===== src/rtl/mem_arb_pkg.sv =====
// mem_arb_pkg: shared state encodings and default widths for the memory port arbiter
package mem_arb_pkg;
  localparam int ADDR_W_DEF  = 32;
  localparam int DATA_W_DEF  = 32;
  localparam int TIMEOUT_DEF = 16;
  localparam int CNT_W       = 8;
  typedef enum logic [2:0] {
    ARB_IDLE   = 3'b000,
    ARB_BUSY_I = 3'b001,
    ARB_BUSY_D = 3'b010,
    ARB_DONE_I = 3'b011,
    ARB_DONE_D = 3'b100
  } arb_state_t;
endpackage


===== src/rtl/arb_timeout_cnt.sv =====
// arb_timeout_cnt: busy-cycle counter flagging the cycle on which it reaches TIMEOUT
module arb_timeout_cnt
  import mem_arb_pkg::*;
#(
  parameter int TIMEOUT = TIMEOUT_DEF
) (
  input  logic clk,
  input  logic rst,
  input  logic clr,
  input  logic en,
  output logic expired
);
  localparam logic [CNT_W:0] LIM = (CNT_W + 1)'(TIMEOUT);
  logic [CNT_W-1:0] cnt;
  always_ff @(posedge clk or posedge rst)
    if (rst) cnt <= '0;
    else if (clr) cnt <= '0;
    else if (en) cnt <= cnt + 1'b1;
  // fires on the edge that would bring the count up to TIMEOUT
  assign expired = en && (({1'b0, cnt} + (CNT_W + 1)'(1)) == LIM);
endmodule


===== src/rtl/mem_port_arbiter.sv =====
// mem_port_arbiter: round-robin arbiter sharing one memory port between fetch and data requesters
module mem_port_arbiter
  import mem_arb_pkg::*;
#(
  parameter int ADDR_W  = ADDR_W_DEF,
  parameter int DATA_W  = DATA_W_DEF,
  parameter int TIMEOUT = TIMEOUT_DEF
) (
  input  logic              CLK,
  input  logic              Reset,
  input  logic              i_req,
  input  logic [ADDR_W-1:0] i_addr,
  output logic              i_ready,
  output logic [DATA_W-1:0] i_rdata,
  input  logic              d_req,
  input  logic              d_we,
  input  logic [ADDR_W-1:0] d_addr,
  input  logic [DATA_W-1:0] d_wdata,
  output logic              d_ready,
  output logic [DATA_W-1:0] d_rdata,
  output logic              err,
  output logic              m_req,
  output logic              m_we,
  output logic [ADDR_W-1:0] m_addr,
  output logic [DATA_W-1:0] m_wdata,
  input  logic              m_ready,
  input  logic [DATA_W-1:0] m_rdata,
  output logic              busy
);
  arb_state_t state;
  logic last_d, in_busy, expired;
  assign in_busy = (state == ARB_BUSY_I) || (state == ARB_BUSY_D);
  arb_timeout_cnt #(.TIMEOUT(TIMEOUT)) u_cnt (
    .clk(CLK),
    .rst(Reset),
    .clr(!in_busy),
    .en(in_busy),
    .expired(expired)
  );
  always_ff @(posedge CLK or posedge Reset)
    if (Reset) begin
      state   <= ARB_IDLE;
      last_d  <= 1'b0;
      m_req   <= 1'b0;
      m_we    <= 1'b0;
      m_addr  <= '0;
      m_wdata <= '0;
      i_ready <= 1'b0;
      d_ready <= 1'b0;
      i_rdata <= '0;
      d_rdata <= '0;
      err     <= 1'b0;
      busy    <= 1'b0;
    end else begin
      i_ready <= 1'b0;
      d_ready <= 1'b0;
      case (state)
        ARB_IDLE: begin
          err <= 1'b0;
          // on a tie, the requester not served last wins
          if (d_req && (!i_req || !last_d)) begin
            state   <= ARB_BUSY_D;
            last_d  <= 1'b1;
            m_req   <= 1'b1;
            busy    <= 1'b1;
            m_we    <= d_we;
            m_addr  <= d_addr;
            m_wdata <= d_wdata;
          end else if (i_req) begin
            state  <= ARB_BUSY_I;
            last_d <= 1'b0;
            m_req  <= 1'b1;
            busy   <= 1'b1;
            m_we   <= 1'b0;
            m_addr <= i_addr;
          end
        end
        ARB_BUSY_I, ARB_BUSY_D: begin
          if (m_ready || expired) begin
            state <= (state == ARB_BUSY_I) ? ARB_DONE_I : ARB_DONE_D;
            m_req <= 1'b0;
            err   <= !m_ready;
            if (state == ARB_BUSY_I) begin
              i_ready <= 1'b1;
              i_rdata <= m_ready ? m_rdata : '0;
            end else begin
              d_ready <= 1'b1;
              d_rdata <= m_ready ? m_rdata : '0;
            end
          end
        end
        ARB_DONE_I, ARB_DONE_D: begin
          state <= ARB_IDLE;
          busy  <= 1'b0;
          err   <= 1'b0;
        end
        default: begin
          state <= ARB_IDLE;
          busy  <= 1'b0;
          m_req <= 1'b0;
          err   <= 1'b0;
        end
      endcase
    end
endmodule


===== config.mk =====
export PLATFORM = sky130hd
export DESIGN_NAME = mem_port_arbiter
export DESIGN_NICKNAME = d
export VERILOG_FILES = /design/src/rtl/mem_arb_pkg.sv /design/src/rtl/arb_timeout_cnt.sv /design/src/rtl/mem_port_arbiter.sv
export SDC_FILE = /design/constraint.sdc
export NUM_CORES = 1
export LEC_CHECK = 0
export CAP_MARGIN = 20
export CORE_MARGIN = 5
export CORE_UTILIZATION = 45
export DETAILED_ROUTE_END_ITERATION = 12
export PLACE_DENSITY = 0.89
export SKIP_LAST_GASP = 1
export SYNTH_ARGS = -nofsm -noshare
export SYNTH_HDL_FRONTEND = slang
export SYNTH_SLANG_ARGS = --single-unit

===== constraint.sdc =====
create_clock -name CLK -period 8.6 [get_ports CLK]
set_input_delay 1.72 -clock CLK [delete_from_list [all_inputs] [get_ports CLK]]
set_output_delay 1.72 -clock CLK [all_outputs]
set_load 0.03 [all_outputs]

# Word level (Yosys, flattened, before mapping)
# Cells that the tools add are included.
# totals
reg_bits,146
in_bits,134
out_inout_bits,134
word_cells,69
# classes
addsub,2
eq_ne,7
mux,25
bitwise,3
reduce_logical,19
# ops
op,count
2-to-1 mux 32 bit,3
2-to-1 mux 1 bit,14
2-to-1 mux 3 bit,4
"adder 8 x 1 -> 9 bit, second input constant",1
"equality test 9 x 5 -> 1 bit, second input constant",1
AND reduction 3 bit,3
"adder 8 x 1 -> 8 bit, second input constant",1
2-to-1 mux 8 bit,1
AND reduction 2 bit,4
"equality test 3 x 2 -> 1 bit, second input constant",2
one-hot mux 3 bit (2 select lines),1
OR reduction 2 bit,2
"equality test 3 x 1 -> 1 bit, second input constant",1
"equality test 3 bit, second input constant",1
logical NOT 1 bit,3
logical NOT 3 bit,1
logical OR 1 bit,3
"!= test 3 bit, second input constant",1
inverter 1 bit,3
one-hot mux 1 bit (3 select lines),1
logical AND 1 bit,2
"!= test 2 bit, second input constant",1
one-hot mux 1 bit (2 select lines),1
nonzero test 2 bit,1

# Longest topological paths before layout
# logic_depth
word_depth,6
depth_mapped,8
depth_no_buf,6

# Hierarchy
# Synthesis repeated with hierarchy kept, for this count alone.
# unflattened
cells_unflattened,476
area_unflattened_um2,6107.1
# modules_own_cells
module,instances,cells_per_inst,area_each_um2,seq_area_each_um2
mem_port_arbiter,1,433,5691.7,3453.3
arb_timeout_cnt,1,43,415.4,200.2

# Worst setup path after synthesis
# Ideal clock, no wire load.
# synth_path
path_type,in2reg
startpoint,in d_req
endpoint,reg m_addr[19]
setup_time_ns,0.137
arrival_ns,2.916
t_required_ns,8.463
setup_slack_ns,5.547
cell_stages,5
path_buffers,2
cell_sequence,a21boi_0 > clkbuf_1 > buf_1 > mux2i_1 > a21oi_1
# synth_between
elab_chain_cells,3
word_cells_on_any_way,4
# synth_rtl
element,line,source
"start, declared",mem_port_arbiter.sv:15,"input logic d_req,"
logical AND 1 bit (*),mem_port_arbiter.sv:61,if (d_req && (!i_req || !last_d)) begin
nonzero test 2 bit (no source line),n/a,
AND reduction 2 bit (no source line),n/a,
"end signal, assigned",mem_port_arbiter.sv:67,m_addr <= d_addr;
"end signal, assigned",mem_port_arbiter.sv:75,m_addr <= i_addr;
"end, declared",mem_port_arbiter.sv:24,"output logic [ADDR_W-1:0] m_addr,"
# Every way passes the cells marked *; elsewhere a longest branch is shown, timed or not.
# A chain may end at the register's enable or synchronous reset.

# Worst setup path in the final report
# layout_path
startpoint,in d_req
endpoint,reg m_wdata[9]
# layout_between
elab_chain_cells,2
# layout_rtl
element,line,source
logical AND 1 bit,mem_port_arbiter.sv:61,
AND reduction 2 bit (no source line),n/a,
"end signal, assigned",mem_port_arbiter.sv:68,m_wdata <= d_wdata;
"end, declared",mem_port_arbiter.sv:25,"output logic [DATA_W-1:0] m_wdata,"
# Every way passes these cells.

==> summary.txt <==
RSZ-0062 raised after global routing: false
Final period util: 43.6%
Drt pass-1 iters: 4
H-tree depth: 4
Vias: 4743
Leak Pwr: 0.00405 uW
GP Congestion: 0.827
Pre-CTS WS: 4.48 ns
Synth warn: 0
Setup violation total in the final timing report: 0
Buffers on Ports: 267
Count of different cell masters after synthesis: 36
CP required: 8.90 ns
WP depth: 6
Tmin final: 3.75 ns
Clk sinks: 146
Via density: 5.34
Crit path kind: in -> reg
Setup TNS: 0 ns
Post-route setup slack: 4.85 ns
CP Launch Type: input pin
Critical Path End Type: flop
Status: complete, no violations
Clock root buffer: clkbuf_16
Share of post-route cells with drive strength above 1: 11.7%
I/O pin cnt: 268
N_diodes: 0
Post CTS Setup Buffer Count: 0
Multi-input gate area: 1960 sq um
Worst reg2reg path depth: 6
Worst path buffer plus inverter count: 3
Fin Hold WS: 0.498 ns
Max Slew Vio Count: 0
Reg clk slew, reported paths: 0.06 ns
Util after Layout: 73.7%
Most frequent CP cell: buf_4
Worst slew pin tran: 0.919 ns
Clock buffer depth: 2
Row cnt: 41
Cts bufs inserted: 17
Sequential-to-total area share from yosys stat: 63.0%
Starting density of the core: 45.9%
Storage element area: 3650 sq um
Non-Filler Instances: 889
CTS resizes: 0
Pwr/cell area: 428 nW/um^2
DIE WIDTH: 124 microns
Syn Inst Count: 443
Biggest area consumer among synthesized cells: dfrtp_1
Max Freq: 0.267 GHz
Remaining Overflow, GRT: 0
Max-cap viol count: 0
Clock skew: 0.00650 ns
Syn_nets: 579
Worst-path fanout max: 34
Avg Cell Area, Syn: 13.1 sq um
Initial antenna violation count: 0
Die height: 124 microns
Synth top area cells: dfrtp_1 63%, a22o_1 9.1%, mux2_2 6.2%, mux2i_1 5.5%, a21oi_1 3.0%
Worst IR drop on VDD: 0.000286 V
Drt drc: 0
Die Area: 15300 sq um
Register bit total from synthesis: 146
Hold-fix buffers at CTS: 0
Fill cell count: 820
Top cell type's share of synthesized area: 63.0%
Area Growth Syn to Fin: 60.4%
Final hold vios: 0
TritonCTS clock tree: built
First-pass GRT wire length: 27700 microns
Iteration-0 DRC count of the detailed router: 277
Post-placement cell count: 856
Mapped Area: 5800 sq um
Arrival time worst endpoint: 4.04 ns
Worst hold path depth: 1
Max incr delay on CP: 0.62 ns
Clk_lat worst skew: 0.42 ns
Largest delay contributor family on the critical path: buffers and inverters
Antenna viol nets, final: 0
Final wirelength: 18400 microns
Maximum number of pins on one net before global-route repair: 76
Hpwl dp: 12900 microns
Slew headroom: 38.7%
WL per Instance: 20.7 microns
Nets@finish: 840
Vias in the first global route: 5143
Crit path max-delay cell type: a21boi_4
All-Layer GR Usage: 23.8%
CP Cell Sequence: clkdlybuf4s50_1, a21boi_4, buf_4, nand2_1, buf_4, mux2_2
Worst hold path class: reg -> reg
Core Area: 12600 sq um
==> final timing paths <==
kind | startpoint | end | slack [ns]
hold / removal | u_cnt.cnt[0] | u_cnt.cnt[0] | 0.50
hold reg to reg | u_cnt.cnt[0] | u_cnt.cnt[0] | 0.50
setup reg to reg | u_cnt.cnt[0] | d_rdata[12] | 5.81
max in group asynchronous | Reset | m_wdata[31] | 5.44
setup / recovery | d_req | m_wdata[9] | 4.85
min in group asynchronous | Reset | m_wdata[15] | 1.76
==> cells in the final DEF, fill, tap and decap left out, drive strengths merged, types with 2 or more instances in the layout <==
cell and count:
o21ai 4, mux2i 32, and2 3, clkinv 2
mux2 32, buf 7, inv 9, clkdlybuf4s50 267
and3 2, nand2 8, bufinv 4, nand4 2
nand3 3, clkinvlp 2, dfrtp 146, a21oi 35
clkbuf 24, nor2 46, a22o 64, nor3 3
ha 2, xor2 6
==> power breakdown <==
part           leakage [uW]  switching, uW  internal, uW
combinational       0.00195           1110           861
clock              0.000324            276           539
sequential          0.00177            197          1000
total               0.00405           1580          2400
==> through the flow <==
stage               cell area (sq um)  total power [uW]
floorplan                        5800              2300
global placement                 8580              3070
detailed placement               8610              3150
CTS                              9270              3990
global route                     9300              4160
finish                           9300              3980
==> worst register-to-register path, delay by kind of cell, from the launching register on <==
kind	cells	cell delay (ns)
simple gates	1	0.55
flops	1	0.41
fa+ha+maj	1	0.29
compound gates	4	1.42
==> flip-flops by register name, summed over array words and instances, names as in the netlist <==
| signal | cells |
|---|---|
| last_d | 1 |
| u_cnt.cnt | 8 |
| state | 3 |
| m_req | 1 |
| busy | 1 |
| m_wdata | 32 |
| i_rdata | 32 |
| d_ready | 1 |
| err | 1 |
| d_rdata | 32 |
| m_we | 1 |
| m_addr | 32 |
| i_ready | 1 |
==> logic make-up after synthesis <==
| kind of cell | synth area share (%) |
|---|---|
| AOI/OAI and AO/OA | 14.8 |
| xor gates and xnor gates | 1.06 |
| adders and majority gates | 0.432 |
| buffers and inverters | 3.47 |
| DFF | 63.0 |
| muxes | 11.7 |
| and+or+nand+nor | 5.50 |
==> per-layer routing <==
layer / part of all wire [%] / vias up / GRT usage (%)
li1: - / 2109 / -
met1: 35 / 2374 / 26.1
met2: 53 / 212 / 42.8
met3: 8.1 / 48 / 7.50
met4: 3.4 / 0 / 9.48
met5: 0 / - / 0
==> layout make-up <==
class	count	area share [%]
Timing Repair Buffer	274	29.7
Inverter	9	0.417
Multi-Input combinational cell	256	21.1
Tap cell	172	2.31
Clock inverter	8	1.56
Clock buffer	24	5.61
Sequential cell	146	39.3
==> synthesized netlist by cell type (all sizes together) <==
| cell | instances |
|---|---|
| dfrtp | 146 |
| a22o | 64 |
| nor2 | 46 |
| a21oi | 35 |
| mux2 | 32 |
| mux2i | 32 |
| clkbuf | 19 |
| buf | 13 |
| inv | 9 |
| nand2 | 8 |
| xor2 | 6 |
| o21ai | 4 |
| and2 | 3 |
| nand3 | 3 |
| nor3 | 3 |
| and3 | 2 |
| ha | 2 |
| nand4 | 2 |
| a2111oi | 1 |
| a21boi | 1 |
| nand2b | 1 |
| nand4b | 1 |
| nor2b | 1 |
| nor3b | 1 |
| o211ai | 1 |
| o21ba | 1 |
| o21bai | 1 |
| o311ai | 1 |
| o41a | 1 |
| or2 | 1 |
| or4 | 1 |
| xnor2 | 1 |
Power figures use the tool's default switching activity.
